[src/rtl/uc_multiciclo_exc_if.sv]
// Control bundle between the multicycle control unit (master) and its datapath (slave).
// Timing: every control is valid for the whole cycle the FSM sits in a state; the datapath acts on it at the next rising edge.
interface uc_multiciclo_exc_if #(
    parameter int STATE_W = 5
);
    logic [5:0]         Op;
    logic [5:0]         Funct;
    logic               Overflow;
    logic               PCWrite;
    logic               PCWriteCond;
    logic               BranchNe;
    logic               IorD;
    logic               MemRead;
    logic               MemWrite;
    logic               MemtoReg;
    logic               IRWrite;
    logic               RegWrite;
    logic               RegDst;
    logic               ALUSrcA;
    logic [1:0]         ALUSrcB;
    logic [1:0]         PCSource;
    logic [2:0]         ALUOp;
    logic               AWrite;
    logic               BWrite;
    logic               ALUOutWrite;
    logic               MDRWrite;
    logic               EPCWrite;
    logic               CauseWrite;
    logic [1:0]         Cause;
    logic               Halt;
    logic [STATE_W-1:0] State_out;

    modport master (
        input  Op, Funct, Overflow,
        output PCWrite, PCWriteCond, BranchNe, IorD, MemRead, MemWrite, MemtoReg,
               IRWrite, RegWrite, RegDst, ALUSrcA, ALUSrcB, PCSource, ALUOp,
               AWrite, BWrite, ALUOutWrite, MDRWrite, EPCWrite, CauseWrite,
               Cause, Halt, State_out
    );

    modport slave (
        output Op, Funct, Overflow,
        input  PCWrite, PCWriteCond, BranchNe, IorD, MemRead, MemWrite, MemtoReg,
               IRWrite, RegWrite, RegDst, ALUSrcA, ALUSrcB, PCSource, ALUOp,
               AWrite, BWrite, ALUOutWrite, MDRWrite, EPCWrite, CauseWrite,
               Cause, Halt, State_out
    );
endinterface

[src/rtl/uc_multiciclo_exc.sv]
// Multicycle MIPS control FSM with memory wait states, bne/addi, precise exceptions and break-halt.
module uc_multiciclo_exc #(
    parameter int MEM_WAIT = 1,
    parameter int STATE_W  = 5
) (
    input logic               Clk,
    input logic               Reset,
    uc_multiciclo_exc_if.master bus
);
    typedef enum logic [4:0] {
        S_RST       = 5'd0,
        S_FETCH     = 5'd1,
        S_DECODE    = 5'd2,
        S_MEM_ADDR  = 5'd3,
        S_MEM_READ  = 5'd4,
        S_MEM_WB    = 5'd5,
        S_MEM_WRITE = 5'd6,
        S_R_EXEC    = 5'd7,
        S_R_WB      = 5'd8,
        S_I_EXEC    = 5'd9,
        S_I_WB      = 5'd10,
        S_BRANCH    = 5'd11,
        S_JUMP      = 5'd12,
        S_EXC       = 5'd13,
        S_HALT      = 5'd14
    } state_t;

    localparam logic [3:0] WAIT_INIT = 4'(MEM_WAIT);

    state_t     state_q, state_d;
    logic [3:0] wait_q, wait_d;
    logic [1:0] cause_q, cause_d;
    logic [1:0] exc_cause;

    always_ff @(posedge Clk) begin
        if (!Reset) begin
            state_q <= S_RST;
            wait_q  <= 4'd0;
            cause_q <= 2'b00;
        end else begin
            state_q <= state_d;
            wait_q  <= wait_d;
            cause_q <= cause_d;
        end
    end

    always_comb begin
        state_d         = state_q;
        exc_cause       = 2'b00;
        bus.PCWrite     = 1'b0;
        bus.PCWriteCond = 1'b0;
        bus.BranchNe    = 1'b0;
        bus.IorD        = 1'b0;
        bus.MemRead     = 1'b0;
        bus.MemWrite    = 1'b0;
        bus.MemtoReg    = 1'b0;
        bus.IRWrite     = 1'b0;
        bus.RegWrite    = 1'b0;
        bus.RegDst      = 1'b0;
        bus.ALUSrcA     = 1'b0;
        bus.ALUSrcB     = 2'b00;
        bus.PCSource    = 2'b00;
        bus.ALUOp       = 3'b000;
        bus.AWrite      = 1'b0;
        bus.BWrite      = 1'b0;
        bus.ALUOutWrite = 1'b0;
        bus.MDRWrite    = 1'b0;
        bus.EPCWrite    = 1'b0;
        bus.CauseWrite  = 1'b0;
        bus.Cause       = 2'b00;
        bus.Halt        = 1'b0;
        case (state_q)
            S_RST: state_d = S_FETCH;
            S_FETCH: begin
                bus.MemRead = 1'b1;
                if (wait_q == 4'd0) begin
                    bus.IRWrite = 1'b1;
                    bus.PCWrite = 1'b1;
                    bus.ALUSrcB = 2'b01;
                    state_d     = S_DECODE;
                end
            end
            S_DECODE: begin
                // Branch target is computed speculatively while the opcode is decoded
                bus.AWrite      = 1'b1;
                bus.BWrite      = 1'b1;
                bus.ALUSrcB     = 2'b11;
                bus.ALUOutWrite = 1'b1;
                case (bus.Op)
                    6'h00:        state_d = (bus.Funct == 6'h0D) ? S_HALT : S_R_EXEC;
                    6'h23, 6'h2B: state_d = S_MEM_ADDR;
                    6'h08:        state_d = S_I_EXEC;
                    6'h04, 6'h05: state_d = S_BRANCH;
                    6'h02:        state_d = S_JUMP;
                    default: begin
                        state_d   = S_EXC;
                        exc_cause = 2'b01;
                    end
                endcase
            end
            S_MEM_ADDR: begin
                bus.ALUSrcA     = 1'b1;
                bus.ALUSrcB     = 2'b10;
                bus.ALUOutWrite = 1'b1;
                state_d         = (bus.Op == 6'h2B) ? S_MEM_WRITE : S_MEM_READ;
            end
            S_MEM_READ: begin
                bus.IorD    = 1'b1;
                bus.MemRead = 1'b1;
                if (wait_q == 4'd0) begin
                    bus.MDRWrite = 1'b1;
                    state_d      = S_MEM_WB;
                end
            end
            S_MEM_WB: begin
                bus.RegWrite = 1'b1;
                bus.MemtoReg = 1'b1;
                state_d      = S_FETCH;
            end
            S_MEM_WRITE: begin
                bus.IorD     = 1'b1;
                bus.MemWrite = 1'b1;
                state_d      = S_FETCH;
            end
            S_R_EXEC: begin
                bus.ALUSrcA     = 1'b1;
                bus.ALUOp       = 3'b010;
                bus.ALUOutWrite = 1'b1;
                if (bus.Overflow && (bus.Funct == 6'h20 || bus.Funct == 6'h22)) begin
                    state_d   = S_EXC;
                    exc_cause = 2'b10;
                end else begin
                    state_d = S_R_WB;
                end
            end
            S_R_WB: begin
                bus.RegWrite = 1'b1;
                bus.RegDst   = 1'b1;
                state_d      = S_FETCH;
            end
            S_I_EXEC: begin
                bus.ALUSrcA     = 1'b1;
                bus.ALUSrcB     = 2'b10;
                bus.ALUOutWrite = 1'b1;
                if (bus.Overflow) begin
                    state_d   = S_EXC;
                    exc_cause = 2'b10;
                end else begin
                    state_d = S_I_WB;
                end
            end
            S_I_WB: begin
                bus.RegWrite = 1'b1;
                state_d      = S_FETCH;
            end
            S_BRANCH: begin
                bus.ALUSrcA     = 1'b1;
                bus.ALUOp       = 3'b001;
                bus.PCWriteCond = 1'b1;
                bus.PCSource    = 2'b01;
                bus.BranchNe    = (bus.Op == 6'h05);
                state_d         = S_FETCH;
            end
            S_JUMP: begin
                bus.PCWrite  = 1'b1;
                bus.PCSource = 2'b10;
                state_d      = S_FETCH;
            end
            S_EXC: begin
                // PC was already advanced in FETCH, so PC-4 is the faulting instruction
                bus.EPCWrite   = 1'b1;
                bus.ALUSrcB    = 2'b01;
                bus.ALUOp      = 3'b001;
                bus.CauseWrite = 1'b1;
                bus.Cause      = cause_q;
                bus.PCWrite    = 1'b1;
                bus.PCSource   = 2'b11;
                state_d        = S_FETCH;
            end
            S_HALT: bus.Halt = 1'b1;
            default: state_d = S_RST;
        endcase
    end

    always_comb begin
        wait_d = wait_q;
        if ((state_q == S_FETCH || state_q == S_MEM_READ) && wait_q != 4'd0)
            wait_d = wait_q - 4'd1;
        if (state_d != state_q && (state_d == S_FETCH || state_d == S_MEM_READ))
            wait_d = WAIT_INIT;
        cause_d = cause_q;
        if (state_q == S_EXC)
            cause_d = 2'b00;
        if (state_d == S_EXC && state_q != S_EXC)
            cause_d = exc_cause;
    end

    assign bus.State_out = STATE_W'(state_q);
endmodule

[src/flat_wrapper.sv]
// flat-port wrapper written by rule: the top's interface ports become plain ports
module uc_multiciclo_exc_flat 
#(
    parameter int MEM_WAIT = 1,
    parameter int STATE_W  = 5
)
  (Clk, Reset, bus_Op, bus_Funct, bus_Overflow, bus_PCWrite, bus_PCWriteCond, bus_BranchNe, bus_IorD, bus_MemRead, bus_MemWrite, bus_MemtoReg, bus_IRWrite, bus_RegWrite, bus_RegDst, bus_ALUSrcA, bus_ALUSrcB, bus_PCSource, bus_ALUOp, bus_AWrite, bus_BWrite, bus_ALUOutWrite, bus_MDRWrite, bus_EPCWrite, bus_CauseWrite, bus_Cause, bus_Halt, bus_State_out);
  uc_multiciclo_exc_if #(.STATE_W(STATE_W)) bus_i ();
  input logic Clk;
  input logic Reset;
  input wire logic [$bits(bus_i.Op)-1:0] bus_Op;
  input wire logic [$bits(bus_i.Funct)-1:0] bus_Funct;
  input wire logic [$bits(bus_i.Overflow)-1:0] bus_Overflow;
  output wire logic [$bits(bus_i.PCWrite)-1:0] bus_PCWrite;
  output wire logic [$bits(bus_i.PCWriteCond)-1:0] bus_PCWriteCond;
  output wire logic [$bits(bus_i.BranchNe)-1:0] bus_BranchNe;
  output wire logic [$bits(bus_i.IorD)-1:0] bus_IorD;
  output wire logic [$bits(bus_i.MemRead)-1:0] bus_MemRead;
  output wire logic [$bits(bus_i.MemWrite)-1:0] bus_MemWrite;
  output wire logic [$bits(bus_i.MemtoReg)-1:0] bus_MemtoReg;
  output wire logic [$bits(bus_i.IRWrite)-1:0] bus_IRWrite;
  output wire logic [$bits(bus_i.RegWrite)-1:0] bus_RegWrite;
  output wire logic [$bits(bus_i.RegDst)-1:0] bus_RegDst;
  output wire logic [$bits(bus_i.ALUSrcA)-1:0] bus_ALUSrcA;
  output wire logic [$bits(bus_i.ALUSrcB)-1:0] bus_ALUSrcB;
  output wire logic [$bits(bus_i.PCSource)-1:0] bus_PCSource;
  output wire logic [$bits(bus_i.ALUOp)-1:0] bus_ALUOp;
  output wire logic [$bits(bus_i.AWrite)-1:0] bus_AWrite;
  output wire logic [$bits(bus_i.BWrite)-1:0] bus_BWrite;
  output wire logic [$bits(bus_i.ALUOutWrite)-1:0] bus_ALUOutWrite;
  output wire logic [$bits(bus_i.MDRWrite)-1:0] bus_MDRWrite;
  output wire logic [$bits(bus_i.EPCWrite)-1:0] bus_EPCWrite;
  output wire logic [$bits(bus_i.CauseWrite)-1:0] bus_CauseWrite;
  output wire logic [$bits(bus_i.Cause)-1:0] bus_Cause;
  output wire logic [$bits(bus_i.Halt)-1:0] bus_Halt;
  output wire logic [$bits(bus_i.State_out)-1:0] bus_State_out;
  assign bus_i.Op = bus_Op;
  assign bus_i.Funct = bus_Funct;
  assign bus_i.Overflow = bus_Overflow;
  assign bus_PCWrite = bus_i.PCWrite;
  assign bus_PCWriteCond = bus_i.PCWriteCond;
  assign bus_BranchNe = bus_i.BranchNe;
  assign bus_IorD = bus_i.IorD;
  assign bus_MemRead = bus_i.MemRead;
  assign bus_MemWrite = bus_i.MemWrite;
  assign bus_MemtoReg = bus_i.MemtoReg;
  assign bus_IRWrite = bus_i.IRWrite;
  assign bus_RegWrite = bus_i.RegWrite;
  assign bus_RegDst = bus_i.RegDst;
  assign bus_ALUSrcA = bus_i.ALUSrcA;
  assign bus_ALUSrcB = bus_i.ALUSrcB;
  assign bus_PCSource = bus_i.PCSource;
  assign bus_ALUOp = bus_i.ALUOp;
  assign bus_AWrite = bus_i.AWrite;
  assign bus_BWrite = bus_i.BWrite;
  assign bus_ALUOutWrite = bus_i.ALUOutWrite;
  assign bus_MDRWrite = bus_i.MDRWrite;
  assign bus_EPCWrite = bus_i.EPCWrite;
  assign bus_CauseWrite = bus_i.CauseWrite;
  assign bus_Cause = bus_i.Cause;
  assign bus_Halt = bus_i.Halt;
  assign bus_State_out = bus_i.State_out;
  uc_multiciclo_exc #(.MEM_WAIT(MEM_WAIT), .STATE_W(STATE_W)) u_core (.Clk(Clk), .Reset(Reset), .bus(bus_i));
endmodule
[config.mk]
export PLATFORM = sky130hd
export DESIGN_NAME = uc_multiciclo_exc_flat
export DESIGN_NICKNAME = d
export VERILOG_FILES = /design/src/rtl/uc_multiciclo_exc_if.sv /design/src/rtl/uc_multiciclo_exc.sv /design/src/flat_wrapper.sv
export SDC_FILE = /design/constraint.sdc
export NUM_CORES = 1
export LEC_CHECK = 0
export CAP_MARGIN = 15
export CORE_UTILIZATION = 38
export CTS_CLUSTER_DIAMETER = 120
export DETAILED_ROUTE_END_ITERATION = 16
export GPL_TIMING_DRIVEN = 1
export HOLD_SLACK_MARGIN = 0.08
export PLACE_DENSITY = 0.74
export SYNTH_ARGS = -nofsm -noshare
export SYNTH_HDL_FRONTEND = slang
export SYNTH_SLANG_ARGS = --single-unit
[constraint.sdc]
create_clock -name Clk -period 2.29 [get_ports Clk]
set_clock_uncertainty 0.2 [all_clocks]
set_input_delay 0.3435 -clock Clk [delete_from_list [all_inputs] [get_ports Clk]]
set_output_delay 0.3435 -clock Clk [all_outputs]
set_load 0.01 [all_outputs]
---- Word-level counts from Yosys, hierarchy flattened ----
Index checks and enable logic that the tools add are counted.
storage, ports and cells
  output and inout bits ................... 32
  word-level logic and storage cells ...... 98
  register bits after elaboration ......... 11
  input port bits ......................... 15
operators by class
  muxes and demuxes ....................... 38
  add/subtract/negate cells ............... 1
  equality and inequality tests ........... 28
  bitwise gates (word level) .............. 1
  reductions and logical operators ........ 26
operators by type and width
  kind                                            count
  == test 5 x 4 -> 1 bit (second input constant)  8
  one-hot mux 5 bit (8 select lines)              1
  == test 5 x 3 -> 1 bit (second input constant)  5
  one-hot mux 5 bit (5 select lines)              1
  == test 6 bit (second input constant)           4
  two-way mux 1 bit                               20
  OR reduction 2 bit                              8
  == test 6 x 3 -> 1 bit (second input constant)  2
  == test 6 x 4 -> 1 bit (second input constant)  2
  two-way mux 2 bit                               6
  one-hot mux 2 bit (3 select lines)              2
  == test 5 x 1 -> 1 bit (second input constant)  2
  == test 5 x 2 -> 1 bit (second input constant)  2
  two-way mux 5 bit                               2
  one-hot mux 2 bit (4 select lines)              1
  OR reduction 4 bit                              2
  OR reduction 8 bit                              1
  OR reduction 7 bit                              1
  == test 6 x 2 -> 1 bit (second input constant)  1
  logical NOT 6 bit                               1
  two-way mux 3 bit                               2
  logical NOT 5 bit                               1
  != test 5 x 4 -> 1 bit (second input constant)  1
  != test 5 bit                                   1
  11 further kinds                                17

---- Longest topological paths before layout ----
Gate-level depths: netlist of run 1.
  depth after elaboration ................. 9
  gate-level depth with buffers ........... 9
  mapped depth without buffers ............ 8

---- Worst setup path after synthesis of run 1 ----
OpenSTA, ideal clock, no wires.
  kind .................................... flip-flop to flip-flop
  from .................................... register u_core.wait_q[0]
  to ...................................... register u_core.wait_q[1]
  stages on the path, launching flop included .. 10
  arrival time ............................ 2.031 ns
  required time ........................... 1.963 ns
  period minus slack after synthesis ...... 2.358 ns
  path buffers ............................ 1
  slack ................................... -0.068 ns
  path through ............................ dfxtp_1 -> inv_1 -> ha_1 -> or3b_1 -> buf_6 -> o21ai_2 -> a22oi_2 -> or4_1 -> a211oi_2 -> nor3_1
between the ends
  cells in the longest elaborated chain, start to end .. 7
  elaborated cells between the ends (all ways) .. 13
RTL lines
  element                                                                  RTL line                                           RTL
  start: declaration                                                       uc_multiciclo_exc.sv:31                            logic [3:0] wait_q, wait_d;
  start signal: assignment                                                 uc_multiciclo_exc.sv:42                            wait_q <= wait_d;
  logical NOT 4 bit                                                        uc_multiciclo_exc.sv:76, uc_multiciclo_exc.sv:110
  two-way mux 5 bit, on equally long branches                              uc_multiciclo_exc.sv:110, uc_multiciclo_exc.sv:76
  one-hot mux 5 bit (8 select lines)                                       uc_multiciclo_exc.sv:72                            case (state_q)
  == test 5 x 1 -> 1 bit / == test 5 x 3 -> 1 bit (equally long branches)  uc_multiciclo_exc.sv:189                           if (state_d != state_q && (state_d == S_FETCH || state_d == S_MEM_READ))
  logical OR 1 bit                                                         uc_multiciclo_exc.sv:189
  logical AND 1 bit                                                        uc_multiciclo_exc.sv:189
  OR reduction 2 bit (no line)                                             -
Several ways; a longest one is shown, not always the timed one.
A chain may end at the register's enable or synchronous reset.

---- Worst setup path in the final report of run 1 ----
  from .................................... register u_core.wait_q[0]
  to ...................................... register u_core.wait_q[0]
between the ends
  cells in the longest elaborated chain, start to end .. 7
  elaborated cells between the ends (all ways) .. 15
RTL lines
  element                                                                  RTL line
  logical NOT 4 bit                                                        uc_multiciclo_exc.sv:76, uc_multiciclo_exc.sv:110
  two-way mux 5 bit, on equally long branches                              uc_multiciclo_exc.sv:110, uc_multiciclo_exc.sv:76
  one-hot mux 5 bit (8 select lines)                                       uc_multiciclo_exc.sv:72
  == test 5 x 1 -> 1 bit / == test 5 x 3 -> 1 bit (equally long branches)  uc_multiciclo_exc.sv:189
  logical OR 1 bit                                                         uc_multiciclo_exc.sv:189
  logical AND 1 bit                                                        uc_multiciclo_exc.sv:189
  two-way mux 1 bit / nonzero test 2 bit (equally long branches)           -
Several ways; a longest one is shown, not always the timed one. The select of a mux whose other input is x is not followed.

==> out/results.ini, run 1 <==
[critical_path]
start_kind = flip-flop
arrival_ps = 2450
rr_startpoint = u_core.wait_q[0]$_SDFFE_PN0P_
cp.required_ps = 2300
r2r-end = u_core.wait_q[0]$_SDFFE_PN0P_
ff2ff_setup_slack_ps = -150
crit_path_end_kind = flip-flop
critPathMaxFanout = 6
worst-setup-path-type = flip-flop to flip-flop
timing.reg2reg.worst_path_depth = 9

[finish]
area_growth_syn_to_layout_pct = 77.9
multi_input_area_um2 = 818
stdcell_count = 266
fill_cells = 206
antenna_cells = 0
drive_gt1_share_pct = 36.2
fin_nets = 252
utilization_pct = 71.3
regArea_um2 = 236

[synth]
synth_area_leader_cell = dfxtp_1
synth_fa_ha_area_share_pct = 1.14
yosysUniqueCellTypes = 47
yosys_warnings = 0
avgSynthCellArea_um2 = 7.20
synth_compound_area_share_pct = 21.4
synth-edff-count = 0
synth_top_family_by_area = simple AND/OR/NAND/NOR gates
ys_top_cells_by_count = nand2_1 (13), nor2_1 (13), dfxtp_1 (11), inv_1 (10), nor3_1 (10)
synthArstFlopShare_pct = 0
netlist.area_leader.share_pct = 20.1
synth-simple-area-share_pct = 41.5
post_synth_xor_area_fraction_pct = 4.00
syn_area_um2 = 1090
synth-seq-cells = 11
ys_seq_area_share_pct = 20.1
synthMuxAreaShare_pct = 0
netlist_instances = 152
synth.area.top_cells = dfxtp_1 (20%), nor2b_1 (4.6%), nor3_1 (4.6%)
ys.flop_type = dfxtp_1

[timing]
rsz0062_at_grt = yes
min_period_over_period_pct = 107
setup_viol = 4
finalMaxSlewViolations = 0
hold_viol_final = 0
setup_ws_ps = -153
fmaxAchievable_mhz = 409
period_needed_ps = 2440

[global_routing]
grt_pass1_wl_mm = 6.02
overflow = 0
grt_max_degree = 12
antenna_found_initial = 0
track_usage_pct = 23.7
grt_pass1_vias = 1398

[floorplan]
initial_core_util_pct = 40.0
design.die.area_um2 = 3100
die_w_um = 55.7
pin_count = 47
placementRows = 19
core_um2 = 2730
chipHeight_um = 55.7

[worst_hold_path]
hp-class = flip-flop to flip-flop
min-delay-start = u_core.cause_q[0]$_SDFFE_PN0P_
hold_path_depth = 2
min_to = u_core.cause_q[0]$_SDFFE_PN0P_

[status]
outcome = finished with violations
violations = setup timing

[detailed_routing]
wl_per_cell_um = 13.8
drt-pass1-iter-count = 4
drc = 0
finalWirelength_mm = 3.67
drtIter0Drc = 39
ant_nets = 0
viasPerCell = 5.38
vias = 1432

[clock_network]
cts_max_path_buffers = 2
cts_sinks = 11
root_buffer = clkbuf_4
path_clk_slew_ps = 70
cts_max_level = 1
numCtsBuffers = 3
cts_tree = done
clk_latency_ps = 260
cts_hold_buf = 0

[place]
dp_hpwl_mm = 2.87
port_buffers = 45
placed_cells = 256
gp_congestion = 0.896

[power_and_ir_drop]
cellLeakagePower_nw = 0.982
p_per_area_nw_per_um2 = 294
peakVddDrop_v = 0.000527
power_uw = 572

[flow_run]
maxCapViolations = 0

sequential cells by signal, summed over array words and instances, names as in the netlist:
name,count
u_core.wait_q,4
u_core.bus.State_out,5
u_core.cause_q,2
worst max-delay path, cell delays in order, from the launching register on:
cell and delay, ps:
dfxtp_2 330, inv_2 60, ha_4 120, or3b_4 410, buf_6 130, o21ai_2 110, a22oi_2 110, or4_4 440
a211oi_4 320, o21a_1 140
worst max-delay path by stage:
stage	start	to	slack (ps)	cells past startpoint
final	u_core.wait_q[0]$_SDFFE_PN0P_	u_core.wait_q[0]$_SDFFE_PN0P_	-150	9
after global routing	u_core.wait_q[0]$_SDFFE_PN0P_	u_core.wait_q[1]$_SDFFE_PP0P_	-240	9
after CTS	u_core.wait_q[0]$_SDFFE_PN0P_	u_core.wait_q[0]$_SDFFE_PN0P_	-200	8
after detailed placement	bus_Op[3]	u_core.wait_q[0]$_SDFFE_PN0P_	-370	7
after global placement	bus_Op[3]	u_core.wait_q[0]$_SDFFE_PN0P_	-300	7
after floorplan	u_core.wait_q[1]$_SDFFE_PP0P_	u_core.wait_q[0]$_SDFFE_PN0P_	-0.9	9
metal layers:
layer	GRT usage (%)	routed length (um)	vias up	share of wire [%]
met4	8.57	50	0	1.4
met3	3.02	215	8	5.9
li1	-	-	704	-
met1	27.7	1490	665	41
met5	0	0	-	0
met2	43.9	1910	55	52
cell type report:
type                    instances  share of cell area, %
multi-input cells             118                   42.0
repair buffers                 92                   40.6
flip-flops and latches         11                   12.1
well taps                      31                   1.99
inverters                      10                   1.93
clock buffers                   4                   1.35
logic make-up after synthesis:
| family | Yosys count |
|---|---|
| compound gates | 30 |
| xor+xnor | 5 |
| fa+ha+maj | 1 |
| buf+inv | 24 |
| flops | 11 |
| other cells | 1 |
| simple gates | 80 |
stage by stage:
| step | area, um^2 | setup WS, ps | setup TNS [ps] | hold WS [ps] |
|---|---|---|---|---|
| 2_1_floorplan | 1110 | -0.947 | -0.947 | 239 |
| 3_3_place_gp | 1820 | -298 | -1820 | 256 |
| 3_5_place_dp | 1820 | -370 | -2250 | 270 |
| 4_1_cts | 1910 | -199 | -773 | 279 |
| 5_1_grt | 1950 | -241 | -981 | 324 |
| 6_report | 1950 | -153 | -587 | 270 |
where the power goes:
part           leakage [nW]  switching, mW  internal, mW
sequential           0.0931         0.0111         0.198
combinational         0.873          0.101         0.136
clock                0.0150         0.0585        0.0672
cells in the final DEF, fill, tap and decap left out, types with 3 or more instances in the layout:
cell	synthesis	layout
dlymetal6s2s_1	0	5
o21ai_0	3	3
a21oi_1	5	5
xnor2_1	4	4
nor2_1	13	12
dlygate4sd2_1	0	14
inv_2	0	5
dfxtp_1	11	4
dfxtp_4	0	3
clkbuf_4	0	3
nor4_1	4	4
dfxtp_2	0	4
nor3b_1	4	3
nand2b_1	3	3
buf_4	4	45
nor3_1	10	8
clkdlybuf4s50_1	0	23
nand2_1	13	13
and2_1	5	5
inv_1	10	5
or2_2	3	3
nor2b_1	8	7
o211ai_1	3	3
repair_timing:
action                     in CTS  in global routing
setup endpoints to repair      28                 14
pin swaps                       7                  4
buffers inserted                3                  3
gates resized for setup        35                 19
(Power assumes the default switching activity.)
==> run 2, diff against run 1 <==
--- a/config.mk
+++ b/config.mk
@@ -5,11 +5,10 @@
 export SDC_FILE = /design/constraint.sdc
 export NUM_CORES = 1
 export LEC_CHECK = 0
-export CAP_MARGIN = 15
 export CORE_UTILIZATION = 38
 export CTS_CLUSTER_DIAMETER = 120
 export DETAILED_ROUTE_END_ITERATION = 16
-export GPL_TIMING_DRIVEN = 1
+export GPL_TIMING_DRIVEN = 0
 export HOLD_SLACK_MARGIN = 0.08
 export PLACE_DENSITY = 0.74
 export SYNTH_ARGS = -nofsm -noshare
==> run 2 against run 1 <==
The flow still finishes with violations (setup timing). Wire length up 0.85%. Sequential power about the same. Global-route usage down 1.7 points. Setup slack worse by 45 ps. First-iteration DRC count down 5.1%. Die area unchanged. Sequential share of layout area about the same. Design area down 3.9%. Critical path type unchanged. Highest routed layer unchanged.
==> out/results.ini, run 2 (synthesis results as in run 1) <==
[critical_path]
cp.required_ps = 2310
cpMostUsedCell = buf_6
max_stage_delay_ps = 530
crit_chain = buf_6, buf_6, nor3_4, nand2_2, inv_2, a32oi_1, or4_4, a211oi_4, o21a_1
rr_startpoint = u_core.bus.State_out[3]$_SDFF_PN0_
worst-setup-path-type = flip-flop to flip-flop
cpMaxStageDelayCell = or4_4
crit_path_end_kind = flip-flop
startpoint = u_core.bus.State_out[3]$_SDFF_PN0_
arrival_ps = 2510
critical_path.top_delay_family = simple AND/OR/NAND/NOR gates
critPathMaxFanout = 7
start_kind = flip-flop
cp_num_buf_inv = 3

[global_routing]
track_usage_pct = 22.0
antenna_found_initial = 0
grtUsageMet2_pct = 41.3
overflow = 0
grt_max_degree = 11
met1_usage_pct = 26.1
grt_pass1_vias = 1250
grt_pass1_wl_mm = 5.57
grtUsageMet3_pct = 2.56
grt-busiest-layer = met2

[place]
gp_congestion = 0.886
placed_cells = 229
dp_hpwl_mm = 2.50
port_buffers = 45

[detailed_routing]
ant_nets = 0
finalWirelength_mm = 3.70
viasPerCell = 5.55
drc = 0
vias = 1370
drtIter0Drc = 37
drt-pass1-iter-count = 4
wl_per_cell_um = 15.0

[finish]
largest_reg_flops = 5
regArea_um2 = 228
stdcell_count = 247
final_cell_mix = clkdlybuf4s50_1 (19), buf_4 (17), nor2_1 (12), dlygate4sd2_1 (11), buf_6 (10)
fin_nets = 233
multi_input_area_um2 = 872
utilization_pct = 68.5
antenna_cells = 0
drive_gt1_share_pct = 38.0
mostFrequentLayoutCell = clkdlybuf4s50_1
fill_cells = 250
area_growth_syn_to_layout_pct = 71.0

[power_and_ir_drop]
cellLeakagePower_nw = 0.863
p_per_area_nw_per_um2 = 307
peakVddDrop_v = 0.000385

[timing]
rsz0062_at_grt = yes
setup_ws_ps = -198
fmaxAchievable_mhz = 402
setup_viol = 8
finalMaxSlewViolations = 0
hold_viol_final = 0
min_period_over_period_pct = 109
period_needed_ps = 2490

[floorplan]
placementRows = 19
pin_count = 47
die_w_um = 55.7
initial_core_util_pct = 40.0
core_um2 = 2730
chipHeight_um = 55.7
design.die.area_um2 = 3100

[clock_network]
cts_max_level = 1
clk_latency_ps = 280
cts_sinks = 11
cts_max_path_buffers = 2
cts_tree = done
numCtsBuffers = 3
root_buffer = clkbuf_4
cts_hold_buf = 0
path_clk_slew_ps = 70

[status]
outcome = finished with violations
violations = setup timing

[worst_hold_path]
hp-class = flip-flop to flip-flop
min-delay-start = u_core.cause_q[0]$_SDFFE_PN0P_

[flow_run]
maxCapViolations = 0

## run 2: report_power, final
part	switching [mW]	leakage (nW)	internal, mW	total, mW
Clock	0.0699	0.0177	0.0649	0.135
Combinational	0.107	0.754	0.125	0.233
Sequential	0.00712	0.0919	0.200	0.207
## run 2: path summary, 6_finish.rpt
kind	slack, ps	to	cells after the start
worst max register to register	-200	u_core.wait_q[0]$_SDFFE_PN0P_	9
worst min-delay path	280	u_core.cause_q[0]$_SDFFE_PN0P_	2
worst min register to register	280	u_core.cause_q[0]$_SDFFE_PN0P_	2
worst max-delay path	-200	u_core.wait_q[0]$_SDFFE_PN0P_	9
## run 2: area by class of cell
cell class | count | area share [%]
Multi-Input combinational cell | 118 | 46.6
Sequential cell | 11 | 12.2
Timing Repair Buffer | 60 | 28.4
Clock buffer | 3 | 1.20
Buffer | 13 | 7.15
Clock inverter | 1 | 0.267
Tap cell | 31 | 2.07
Inverter | 10 | 2.14
## run 2: what timing repair did
action / CTS / global route
hold endpoints to repair: 0 / 0
setup buffers: 10 / 5
gates resized for setup: 88 / 23
setup endpoints to repair: 30 / 15
pin swaps: 6 / 13
## run 2: through the flow
stage	area (um^2)	total power [mW]	setup slack, ps	hold WS [ps]	TNS [ps]
6_report	1870	0.575	-198	275	-1160
5_1_grt	1870	0.604	-282	295	-1800
4_1_cts	1810	0.547	-154	277	-670
3_5_place_dp	1600	0.385	-540	262	-6800
3_3_place_gp	1600	0.381	-476	258	-5860
2_1_floorplan	1110	0.315	-0.947	239	-0.947
## run 2: per-layer routing
| metal | share of wire (%) | vias to the layer above |
|---|---|---|
| met5 | 0 | - |
| met4 | 2.2 | 0 |
| met1 | 41 | 648 |
| met3 | 5.4 | 8 |
| met2 | 51 | 48 |
| li1 | - | 666 |
## run 2: worst register-to-register path, stage by stage, from the launching register on
cell and delay (ps):
dfxtp_2 330, buf_6 120, buf_6 130, nor3_4 290, nand2_2 120, inv_2 80
a32oi_1 140, or4_4 530, a211oi_4 320, o21a_1 170
==> run 3, diff against run 2 <==
--- a/config.mk
+++ b/config.mk
@@ -10,7 +10,7 @@
 export DETAILED_ROUTE_END_ITERATION = 16
 export GPL_TIMING_DRIVEN = 0
 export HOLD_SLACK_MARGIN = 0.08
-export PLACE_DENSITY = 0.74
+export PLACE_DENSITY = 0.76
 export SYNTH_ARGS = -nofsm -noshare
 export SYNTH_HDL_FRONTEND = slang
 export SYNTH_SLANG_ARGS = --single-unit
==> run 3 against run 2 <==
The run still ends with setup timing left. Clock power fell by 4%. Setup slack better by 26 ps. First-iteration DRC count grew 68%. Combinational power up 3%. Global-route usage is 1.0 points higher. Worst hold slack better by 4.3 ps. Sequential share of layout area fell by 0.23 points. Sequential power about the same. Via count is 5.1% higher. Maximum frequency up 1.0%. Largest power group unchanged.
==> out/results.ini, run 3 (synthesis results as in run 1) <==
[finish]
stdcell_count = 254
final_cell_mix = buf_4 (23), clkdlybuf4s50_1 (19), dlygate4sd2_1 (13), nor2_1 (12), nand2_1 (11)
largest_reg_flops = 5
antenna_cells = 0
utilization_pct = 70.5
fin_nets = 240
mostFrequentLayoutCell = buf_4
final_cell_area_um2 = 1930
area_growth_syn_to_layout_pct = 76.1
drive_gt1_share_pct = 38.6

[flow_run]
maxCapViolations = 0

[floorplan]
core_um2 = 2730
die_w_um = 55.7
pin_count = 47
initial_core_util_pct = 40.0
design.die.area_um2 = 3100
placementRows = 19
chipHeight_um = 55.7

[detailed_routing]
ant_nets = 0
drtIter0Drc = 62
vias = 1440
drc = 0
drt-pass1-iter-count = 4
wl_per_cell_um = 14.9
finalWirelength_mm = 3.78
viasPerCell = 5.67

[critical_path]
worst-setup-path-type = flip-flop to flip-flop
crit_path_end_kind = flip-flop
start_kind = flip-flop
arrival_ps = 2410
critPathMaxFanout = 4
cp.required_ps = 2240

[place]
placed_cells = 229
dp_hpwl_mm = 2.49
gp_congestion = 0.889
place_ws_ps = -507
port_buffers = 45
placed_area_um2 = 1600

[global_routing]
overflow = 0
track_usage_pct = 23.1
grt_pass1_vias = 1330
antenna_found_initial = 0
grt_pass1_wl_mm = 5.79
grt_max_degree = 11

[timing]
finalMaxSlewViolations = 0
setup_tns_ps = -865
fmaxAchievable_mhz = 406
min_period_over_period_pct = 108
rsz0062_at_grt = yes
setup_ws_ps = -173
whs_ps = 280
hold_viol_final = 0
period_needed_ps = 2460
setup_viol = 7

[clock_network]
clk_latency_ps = 270
cts_hold_buf = 0
cts_tree = done
cts_sinks = 11
cts_max_level = 1
root_buffer = clkbuf_4
numCtsBuffers = 3
cts_max_path_buffers = 2
path_clk_slew_ps = 60

[status]
violations = setup timing
outcome = finished with violations

[power_and_ir_drop]
power_uw = 576
peakVddDrop_v = 0.000382
cellLeakagePower_nw = 0.893
p_per_area_nw_per_um2 = 299

[worst_hold_path]
hp-class = flip-flop to flip-flop

==> run 3: worst max-delay path: stages, from the launching register on <==
cell	delay, ps
dfxtp_2	330
inv_2	60
ha_4	120
or3b_1	350
buf_6	140
a2111o_1	390
a22oi_2	180
o211ai_1	170
a211oi_4	320
nor3_1	90
==> run 3: repair_timing <==
item	CTS	global route
pin swaps	5	4
setup buffers	17	5
endpoints found under the setup margin	30	20
gates resized for setup	91	17
==> run 3: worst paths after layout <==
path / from / end / slack (ps) / cells past startpoint
max: u_core.wait_q[1]$_SDFFE_PP0P_ / u_core.wait_q[1]$_SDFFE_PP0P_ / -170 / 9
min: u_core.cause_q[0]$_SDFFE_PN0P_ / u_core.cause_q[0]$_SDFFE_PN0P_ / 280 / 2
max reg2reg: u_core.wait_q[1]$_SDFFE_PP0P_ / u_core.wait_q[1]$_SDFFE_PP0P_ / -170 / 9
min reg2reg: u_core.cause_q[0]$_SDFFE_PN0P_ / u_core.cause_q[0]$_SDFFE_PN0P_ / 280 / 2
==> run 3: power by group <==
group	switching (mW)	internal, mW	leakage (nW)
combinational	0.111	0.129	0.783
sequential	0.00743	0.199	0.0922
clock	0.0649	0.0648	0.0177
==> run 3: final cells by class <==
type | count | area [um^2]
multi-input combinational | 118 | 867
tap | 31 | 38.8
timing repair buffer | 67 | 597
clock inverter | 1 | 5.00
clock buffer | 3 | 22.5
sequential | 11 | 230
buffer | 13 | 128
fill | 196 | 806
inverter | 10 | 40.0
==> run 3: per-layer routing <==
metal  wire [um]  vias to the layer above  part of all wire [%]  GRT usage [%]
li1            -                      681                     -              -
met5           0                        -                     0              0
met2        2040                       65                    54           43.2
met3         269                       14                   7.1           3.72
met4          96                        0                   2.5           8.93
met1        1380                      680                    36           25.7
